### config.mk
export PLATFORM = sky130hd
export DESIGN_NAME = iter_mdu_flat
export DESIGN_NICKNAME = d
export VERILOG_FILES = /design/src/rtl/iter_mdu_if.sv /design/src/rtl/iter_mdu.sv /design/src/flat_wrapper.sv
export SDC_FILE = /design/constraint.sdc
export NUM_CORES = 1
export LEC_CHECK = 0
export CORE_ASPECT_RATIO = 0.6
export CORE_MARGIN = 10
export CORE_UTILIZATION = 35
export DETAILED_ROUTE_END_ITERATION = 8
export SYNTH_ARGS = -nofsm -noshare
export SYNTH_HDL_FRONTEND = slang
export SYNTH_SLANG_ARGS = --single-unit
### constraint.sdc
create_clock -name clk -period 5 [get_ports clk]
set_input_delay 1 -clock clk [delete_from_list [all_inputs] [get_ports clk]]
set_output_delay 1 -clock clk [all_outputs]
set_load 0.02 [all_outputs]
### src/rtl/iter_mdu_if.sv
// Request/response bundle between the EX stage and the iterative multiply/divide unit.
interface iter_mdu_if #(
  parameter int unsigned WIDTH = 32
);
  logic             start;
  logic [3:0]       op;
  logic [WIDTH-1:0] in1;
  logic [WIDTH-1:0] in2;
  logic             cancel;
  logic [WIDTH-1:0] hi;
  logic [WIDTH-1:0] lo;
  logic             busy;
  logic             done;

  modport master (output start, op, in1, in2, cancel, input hi, lo, busy, done);
  modport slave  (input start, op, in1, in2, cancel, output hi, lo, busy, done);
endinterface

### src/rtl/iter_mdu.sv
// Iterative multiply/divide unit: radix-MUL_K shift-add multiplier, restoring divider,
// HI/LO ownership with accumulate, flush and a completion pulse.
module iter_mdu #(
  parameter int unsigned WIDTH  = 32,
  parameter int unsigned MUL_K  = 1,
  parameter int unsigned ACC_EN = 1
) (
  input  logic       clk,
  input  logic       reset_n,
  iter_mdu_if.slave  bus
);
  localparam int unsigned DW    = 2 * WIDTH;
  localparam int unsigned CNT_W = $clog2(WIDTH + 1);
  localparam logic [CNT_W-1:0] MUL_LAST = CNT_W'(WIDTH / MUL_K - 1);
  localparam logic [CNT_W-1:0] DIV_LAST = CNT_W'(WIDTH - 1);

  localparam logic [1:0] S_IDLE = 2'd0;
  localparam logic [1:0] S_MUL  = 2'd1;
  localparam logic [1:0] S_DIV  = 2'd2;
  localparam logic [1:0] S_FIX  = 2'd3;

  localparam logic [3:0] OP_MULT  = 4'd1;
  localparam logic [3:0] OP_MULTU = 4'd2;
  localparam logic [3:0] OP_DIV   = 4'd3;
  localparam logic [3:0] OP_DIVU  = 4'd4;
  localparam logic [3:0] OP_MTHI  = 4'd5;
  localparam logic [3:0] OP_MTLO  = 4'd6;
  localparam logic [3:0] OP_MADD  = 4'd7;
  localparam logic [3:0] OP_MADDU = 4'd8;
  localparam logic [3:0] OP_MSUB  = 4'd9;
  localparam logic [3:0] OP_MSUBU = 4'd10;

  logic [1:0]       state_q, state_d;
  logic [CNT_W-1:0] cnt_q, cnt_d;
  logic [WIDTH-1:0] hi_q, hi_d, lo_q, lo_d;
  logic             busy_q, busy_d, done_q, done_d;
  logic [DW-1:0]    mcand_q, mcand_d, prod_q, prod_d;
  logic [WIDTH-1:0] mplier_q, mplier_d, orig_q, orig_d;
  logic             is_div_q, is_div_d, neg_q, neg_d, rneg_q, rneg_d, dz_q, dz_d;
  logic             acc_add_q, acc_add_d, acc_sub_q, acc_sub_d;

  logic             legal, signed_op, a_neg, b_neg;
  logic [WIDTH-1:0] a_mag, b_mag, q_fix, r_fix;
  logic [DW-1:0]    partial, res;
  logic [WIDTH:0]   top, diff;

  always_comb begin
    state_d   = state_q;   cnt_d     = cnt_q;
    hi_d      = hi_q;      lo_d      = lo_q;
    done_d    = 1'b0;
    mcand_d   = mcand_q;   prod_d    = prod_q;
    mplier_d  = mplier_q;  orig_d    = orig_q;
    is_div_d  = is_div_q;  neg_d     = neg_q;
    rneg_d    = rneg_q;    dz_d      = dz_q;
    acc_add_d = acc_add_q; acc_sub_d = acc_sub_q;

    unique case (bus.op)
      OP_MULT, OP_MULTU, OP_DIV, OP_DIVU, OP_MTHI, OP_MTLO: legal = 1'b1;
      OP_MADD, OP_MADDU, OP_MSUB, OP_MSUBU:                 legal = (ACC_EN != 0);
      default:                                              legal = 1'b0;
    endcase
    signed_op = (bus.op == OP_MULT) || (bus.op == OP_DIV) ||
                (bus.op == OP_MADD) || (bus.op == OP_MSUB);
    a_neg = signed_op && bus.in1[WIDTH-1];
    b_neg = signed_op && bus.in2[WIDTH-1];
    a_mag = a_neg ? WIDTH'(0) - bus.in1 : bus.in1;
    b_mag = b_neg ? WIDTH'(0) - bus.in2 : bus.in2;

    // One multiplier step retires MUL_K bits of the multiplier
    partial = '0;
    for (int j = 0; j < int'(MUL_K); j++) begin
      if (mplier_q[j]) partial = partial + (mcand_q << j);
    end

    // One restoring-division step on {rem, quo} held in prod_q
    top  = prod_q[DW-1:WIDTH-1];
    diff = top - {1'b0, mplier_q};

    res   = neg_q ? DW'(0) - prod_q : prod_q;
    q_fix = neg_q ? WIDTH'(0) - prod_q[WIDTH-1:0] : prod_q[WIDTH-1:0];
    r_fix = rneg_q ? WIDTH'(0) - prod_q[DW-1:WIDTH] : prod_q[DW-1:WIDTH];

    case (state_q)
      S_IDLE: begin
        if (bus.start && !bus.cancel && legal) begin
          if (bus.op == OP_MTHI) begin
            hi_d = bus.in1;
          end else if (bus.op == OP_MTLO) begin
            lo_d = bus.in1;
          end else begin
            cnt_d     = '0;
            orig_d    = bus.in1;
            mplier_d  = b_mag;
            neg_d     = a_neg ^ b_neg;
            rneg_d    = a_neg;
            dz_d      = (bus.in2 == '0);
            is_div_d  = (bus.op == OP_DIV) || (bus.op == OP_DIVU);
            acc_add_d = (bus.op == OP_MADD) || (bus.op == OP_MADDU);
            acc_sub_d = (bus.op == OP_MSUB) || (bus.op == OP_MSUBU);
            mcand_d   = {WIDTH'(0), a_mag};
            if (is_div_d) begin
              prod_d  = {WIDTH'(0), a_mag};
              state_d = S_DIV;
            end else begin
              prod_d  = '0;
              state_d = S_MUL;
            end
          end
        end
      end
      S_MUL: begin
        prod_d   = prod_q + partial;
        mcand_d  = mcand_q << MUL_K;
        mplier_d = mplier_q >> MUL_K;
        cnt_d    = cnt_q + CNT_W'(1);
        if (cnt_q == MUL_LAST) state_d = S_FIX;
      end
      S_DIV: begin
        if (!diff[WIDTH]) prod_d = {diff[WIDTH-1:0], prod_q[WIDTH-2:0], 1'b1};
        else              prod_d = {top[WIDTH-1:0], prod_q[WIDTH-2:0], 1'b0};
        cnt_d = cnt_q + CNT_W'(1);
        if (cnt_q == DIV_LAST) state_d = S_FIX;
      end
      default: begin
        if (is_div_q) begin
          hi_d = dz_q ? orig_q : r_fix;
          lo_d = dz_q ? '1 : q_fix;
        end else if (acc_add_q) begin
          {hi_d, lo_d} = {hi_q, lo_q} + res;
        end else if (acc_sub_q) begin
          {hi_d, lo_d} = {hi_q, lo_q} - res;
        end else begin
          {hi_d, lo_d} = res;
        end
        done_d  = 1'b1;
        state_d = S_IDLE;
      end
    endcase

    // Flush beats everything, including the write in the final cycle
    if (state_q != S_IDLE && bus.cancel) begin
      state_d = S_IDLE;
      hi_d    = hi_q;
      lo_d    = lo_q;
      done_d  = 1'b0;
    end
    busy_d = (state_d != S_IDLE);
  end

  always_ff @(posedge clk) begin
    if (!reset_n) begin
      state_q <= S_IDLE;   cnt_q    <= '0;
      hi_q    <= '0;       lo_q     <= '0;
      busy_q  <= 1'b0;     done_q   <= 1'b0;
      mcand_q <= '0;       prod_q   <= '0;
      mplier_q <= '0;      orig_q   <= '0;
      is_div_q <= 1'b0;    neg_q    <= 1'b0;
      rneg_q  <= 1'b0;     dz_q     <= 1'b0;
      acc_add_q <= 1'b0;   acc_sub_q <= 1'b0;
    end else begin
      state_q <= state_d;  cnt_q    <= cnt_d;
      hi_q    <= hi_d;     lo_q     <= lo_d;
      busy_q  <= busy_d;   done_q   <= done_d;
      mcand_q <= mcand_d;  prod_q   <= prod_d;
      mplier_q <= mplier_d; orig_q  <= orig_d;
      is_div_q <= is_div_d; neg_q   <= neg_d;
      rneg_q  <= rneg_d;   dz_q     <= dz_d;
      acc_add_q <= acc_add_d; acc_sub_q <= acc_sub_d;
    end
  end

  assign bus.hi   = hi_q;
  assign bus.lo   = lo_q;
  assign bus.busy = busy_q;
  assign bus.done = done_q;
endmodule

### src/flat_wrapper.sv
// flat-port wrapper written by rule: the top's interface ports become plain ports
module iter_mdu_flat 
#(
  parameter int unsigned WIDTH  = 32,
  parameter int unsigned MUL_K  = 1,
  parameter int unsigned ACC_EN = 1
)
  (clk, reset_n, bus_start, bus_op, bus_in1, bus_in2, bus_cancel, bus_hi, bus_lo, bus_busy, bus_done);
  iter_mdu_if #(.WIDTH(WIDTH)) bus_i ();
  input  logic clk;
  input  logic reset_n;
  input wire logic [$bits(bus_i.start)-1:0] bus_start;
  input wire logic [$bits(bus_i.op)-1:0] bus_op;
  input wire logic [$bits(bus_i.in1)-1:0] bus_in1;
  input wire logic [$bits(bus_i.in2)-1:0] bus_in2;
  input wire logic [$bits(bus_i.cancel)-1:0] bus_cancel;
  output wire logic [$bits(bus_i.hi)-1:0] bus_hi;
  output wire logic [$bits(bus_i.lo)-1:0] bus_lo;
  output wire logic [$bits(bus_i.busy)-1:0] bus_busy;
  output wire logic [$bits(bus_i.done)-1:0] bus_done;
  assign bus_i.start = bus_start;
  assign bus_i.op = bus_op;
  assign bus_i.in1 = bus_in1;
  assign bus_i.in2 = bus_in2;
  assign bus_i.cancel = bus_cancel;
  assign bus_hi = bus_i.hi;
  assign bus_lo = bus_i.lo;
  assign bus_busy = bus_i.busy;
  assign bus_done = bus_i.done;
  iter_mdu #(.WIDTH(WIDTH), .MUL_K(MUL_K), .ACC_EN(ACC_EN)) u_core (.clk(clk), .reset_n(reset_n), .bus(bus_i));
endmodule
== Word level (Yosys, flattened, before mapping) ==
Memory sizes are Yosys's and may differ from the RTL's.
Cells that the tools add are included.

* Register bits: 272
* Bits in latches: 0
* RAM bits: 0
* Bits in read-only memories: 16
* Output and inout port bits: 66
* Word-level logic and storage cells: 125
* Memories: 1

{| class="wikitable"
|+ Memories
! name !! words !! width !! rd ports !! clocked after Yosys merged registers in !! wr ports !! line !! RTL
|-
| (name not given) || 16 || 1 || 1 || 0 || 0 || iter_mdu.sv:57 || <nowiki>unique case (bus.op)</nowiki>
|}

* Add/subtract/negate cells: 10
* Multiply operators: 0
* Div/mod/pow operators: 0
* Magnitude comparators: 0
* Equality and inequality tests: 17
* Shift operators: 0
* Mux-type cells: 47
* Bitwise logic cells: 6
* Reductions and logical operators: 28

{| class="wikitable"
|+ Operator list
! operator !! count
|-
| $mux 32 || 21
|-
| $mux 64 || 9
|-
| $pmux 32 s2 || 3
|-
| $pmux 64 s3 || 1
|-
| $add 64x64->64 || 2
|-
| $pmux 64 s2 || 1
|-
| $sub 1x32->32 const A || 4
|-
| $sub 1x64->64 const A || 1
|-
| $sub 64x64->64 || 1
|-
| $sub 33x32->33 || 1
|-
| $logic_not 32->1 || 1
|-
| $reduce_and 4->1 || 5
|-
| $mux 6 || 3
|-
| $eq 4x3->1 const B || 4
|-
| $eq 4x4->1 const B || 3
|-
| $mux 2 || 6
|-
| $pmux 6 s2 || 1
|-
| $reduce_bool 2->1 || 4
|-
| $add 6x1->6 const B || 1
|-
| $eq 6x5->1 const B || 1
|-
| $logic_or 1x1->1 || 6
|-
| $ne 2x1->1 const B || 3
|-
| $logic_and 1x1->1 || 5
|-
| $not 1->1 || 5
|-
| 14 further kinds || 16
|}

== Longest topological paths before layout ==
* Depth in word-level cells: 11
* Gate-level depth with buffers: 26
* Depth with buffers taken out: 24

== Worst setup path after synthesis ==
No wires, ideal clock.

* Kind: register to register
* From: reg u_core.prod_q[4]
* To: reg u_core.hi_q[21], in the netlist u_core.bus.hi[21]
* Data arrival time: 5.345 ns
* Path slack: -0.419 ns
* Stages on the path, launching flop included: 25
* Period minus slack after synthesis: 5.419 ns
* Cell sequence: dfxtp_1 -> buf_2 -> or4_1 -> buf_2 -> or3_4 -> or2_4 -> or3_1 -> buf_1 -> o21ai_0 -> xnor2_1 -> ha_1 -> clkbuf_1 -> nor3_1 -> nand2b_1 -> nor4_1 -> o311ai_0 -> o221ai_1 -> a211o_1 -> nor3_2 -> o22ai_2 -> a221oi_2 -> o31ai_1 -> o21ai_1 -> mux2_1 -> a31oi_1

* Cells in the longest elaborated chain, start to end: 7

{| class="wikitable"
|+ RTL lines
! what !! line !! RTL
|-
| start: declaration || iter_mdu.sv:37 || <nowiki>logic [DW-1:0] mcand_q, mcand_d, prod_q, prod_d;</nowiki>
|-
| start signal: assignment || iter_mdu.sv:164 || <nowiki>mcand_q <= mcand_d; prod_q <= prod_d;</nowiki>
|-
| $sub 1x64->64 || iter_mdu.sv:79 || <nowiki>res = neg_q ? DW'(0) - prod_q : prod_q;</nowiki>
|-
| $mux 64 * || iter_mdu.sv:79 ||
|-
| $sub 64x64->64 || iter_mdu.sv:131 || <nowiki>{hi_d, lo_d} = {hi_q, lo_q} - res;</nowiki>
|-
| $mux 32 || iter_mdu.sv:130 || <nowiki>end else if (acc_sub_q) begin</nowiki>
|-
| $mux 32 * || iter_mdu.sv:128 || <nowiki>end else if (acc_add_q) begin</nowiki>
|-
| $mux 32 * || iter_mdu.sv:125 || <nowiki>if (is_div_q) begin</nowiki>
|-
| $pmux 32 s2 * || iter_mdu.sv:83 || <nowiki>case (state_q)</nowiki>
|-
| end signal: assignment || iter_mdu.sv:162 || <nowiki>hi_q <= hi_d; lo_q <= lo_d;</nowiki>
|-
| end: declaration || iter_mdu.sv:35 || <nowiki>logic [WIDTH-1:0] hi_q, hi_d, lo_q, lo_d;</nowiki>
|}

Mark *: on every way between the ends. The rest lies on a longest branch, timed or not.
A chain may end at the register's enable or synchronous reset.

== Worst setup path in the final report ==
* From: reg u_core.prod_q[27]
* To: reg u_core.hi_q[21], in the netlist u_core.bus.hi[21]

Same word-level chain as after synthesis.

==> results.cfg <==
[timing]
finalSetupViolCount = 27
setup_ws_ns = -0.444
slew_viol_final = 0
fin_setup_tns_ns = -6.74
min_period_over_period_pct = 109
hold_viol = 0
relSlewSlack_pct = 24.6
fmax_mhz = 184
worst_pin_slew_ns = 1.13
skew_ns = 0.0302
rsz0062_at_grt = yes
min_period_ns = 5.44

[route]
antenna_left = 0
drt_iter0_markers = 4145
firstDrtPassIters = 9
drcViolationCount = 0
vias = 36400
avgRoutedWirePerCell_um = 24.0
drt_wl_total_um = 148000
via_per_inst = 5.88

[worst_hold_path]
hold_path_class = flop to flop
whs_path_depth = 2

[logic_synthesis]
synth_cell_types = 101
syn_area_per_cell_um2 = 7.06
synth_nets = 4644
yosys.cell_count.top_type = nand2_1
yosysSeqAreaShare_pct = 17.8
ys_warn_count = 0
synth_area_leader_cell = dfxtp_1
synth-edff-count = 0
ys_async_sr_fraction_pct = 0
synth-seq-cells = 272
syn_inst = 4341
netlist_area_um2 = 30600
synth_top_flop_cell = dfxtp_1
synthTopCellsByArea = dfxtp_1 18%, ha_1 9.3%, nand2_1 6.3%
synth_commonest_cells = 512 x nand2_1, 370 x a21oi_1, 342 x o21ai_0
synth.top_cell.area_share_pct = 17.8

[critical_path]
r2r_cells = 23
worst-path-stages = 23
reg2reg_setup_slack_ns = -0.44
path_max_fanout = 4
worstSetupPathType = flop to flop
path_common_cell = or4_4
startpoint_type = flop
crit_required_ns = 5.50
worstPathArrival_ns = 5.94
cpPeakStageDelay_ns = 0.53
critPathBufInv = 3
cp_cell_sequence = or4_4 > or4_4 > or4_4 > nor2_4 > nor2_4 > buf_6 > xnor2_4 > inv_2 > ha_4 > nor3_4 > nand2b_1 > nor4_4 > o311ai_2 > o221ai_1 > a211o_1 > buf_6 > nor3_4 > o22ai_4 > a221oi_4 > o31ai_2 > o21ai_1 > mux2_1 > a31oi_1
end_kind = flop
cp_top_family = simple AND/OR/NAND/NOR gates
crit_slowest_cell = or4_4

[power]
powerDensity_nw_per_um2 = 214
leakage_uw = 0.0180
ir_drop_mv = 0.210
power.total_uw = 9040

[floorplanning]
fp.dieArea_um2 = 100000
pin_count = 138
start_util_pct = 35.6
coreArea_um2 = 86200
rows = 83
die_y_um = 249
die_x_um = 402

[finish]
area.growth.synth_to_final_pct = 37.9
fin_area_um2 = 42300
fin_nets = 5317
final_layout_size_suffix_gt1_share_pct = 24.9

[global_route]
grt_pass1_wl_um = 218000
grt.overflow.total = 0
antenna_found_initial = 7
grt_pass1_vias = 33400
grt_usage_pct = 27.6
grt_max_degree = 87

[clock_network]
htree_levels = 2
cts-buffers-inserted = 35
clk_pin_slew_ns = 0.06
cts_root_buffer = clkbuf_16
cts_tree = built
cts_hold_buf = 0
max-clock-path-buffers = 3
clk_latency_ns = 0.59
clkSinkCount = 272

[placement]
gp_congestion = 1.01
postPlaceCellArea_um2 = 38200
io_buffers = 137
dp_worst_setup_slack_ns = -0.745
dp_hpwl_um = 114000

[run_status]
violations = setup timing
status = finished with violations

[run]
drv_cap = 0
layout by cell type, fill, tap and decap left out, drive strengths merged, types with 103 or more instances in the layout:
master and n:
dfxtp 272, nor2 302, inv 212, a21oi 371, clkdlybuf4s50 136, xnor2 208
o21ai 352, buf 811, ha 227, a21boi 103, nand2 513, xor2 125
logic make-up after synthesis:
family | synth area share [%]
AO/OA/AOI/OAI | 33.1
AND/OR/NAND/NOR | 21.8
buffers and inverters | 6.54
XOR/XNOR | 9.52
flip-flops | 17.8
adder cells (fa/ha/maj) | 9.53
multiplexers | 1.77
final cells by class:
type,instances,area [µm²]
tap,1147,1440
clock inverter,17,294
inverter,217,820
sequential,272,5460
fill,8594,43900
clock buffer,44,960
antenna,5,12.5
timing repair buffer,947,7680
multi-input combinational,3541,25600
layer usage:
layer / vias up / routed length, µm / global-route usage (%)
met4: 10 / 4570 / 8.07
met5: - / 87 / 0
li1: 17000 / - / -
met3: 235 / 18400 / 8.62
met2: 1832 / 57300 / 37.5
met1: 17300 / 68100 / 40.6
state kept, by name (all words and copies together), names as in the netlist, 2 cells and up:
| register | cells |
|---|---|
| u_core.bus.hi | 32 |
| u_core.bus.lo | 32 |
| u_core.cnt_q | 6 |
| u_core.mcand_q | 64 |
| u_core.mplier_q | 32 |
| u_core.orig_q | 32 |
| u_core.prod_q | 64 |
| u_core.state_q | 2 |
report_power, final:
group / total, µW / switching [µW] / internal [µW] / leakage [µW]
Sequential: 2320 / 81.8 / 2240 / 0.00221
Clock: 2920 / 1190 / 1730 / 0.000611
Combinational: 3790 / 2120 / 1680 / 0.0151
Total: 9040 / 3390 / 5650 / 0.0180
worst register-to-register path, delay by kind of cell, from the launching register on:
kind / cells / cell delay [ns]
buffers and inverters: 3 / 0.34
XOR/XNOR: 1 / 0.14
AND/OR/NAND/NOR: 9 / 2.34
multiplexers: 1 / 0.33
flip-flops: 1 / 0.32
AO/OA/AOI/OAI: 8 / 1.62
adder cells (fa/ha/maj): 1 / 0.26
worst paths after layout:
check / to / startpoint
worst max-delay path: u_core.bus.hi[21] / u_core.prod_q[27]
worst min-delay path: u_core.orig_q[24] / u_core.orig_q[24]
worst max register to register: u_core.bus.hi[21] / u_core.prod_q[27]
worst min register to register: u_core.orig_q[24] / u_core.orig_q[24]
repair_timing:
action,in CTS,in global routing
gates resized for setup,239,216
endpoints found under the setup margin,34,48
cloned,1,0
pin swaps,107,164
setup buffers,30,38
stage by stage:
| stage | utilization, % | std cells | hold slack [ns] |
|---|---|---|---|
| CTS | 47.4 | 6152 | 0.465 |
| detailed placement | 44.3 | 6061 | 0.458 |
| floorplan | - | 4341 | 0.440 |
| finish | 49.0 | 6190 | 0.464 |
| global placement | 44.3 | 6061 | 0.451 |
| global route | 49.0 | 6187 | 0.490 |
Note: power is estimated with default switching activity, not from simulation.
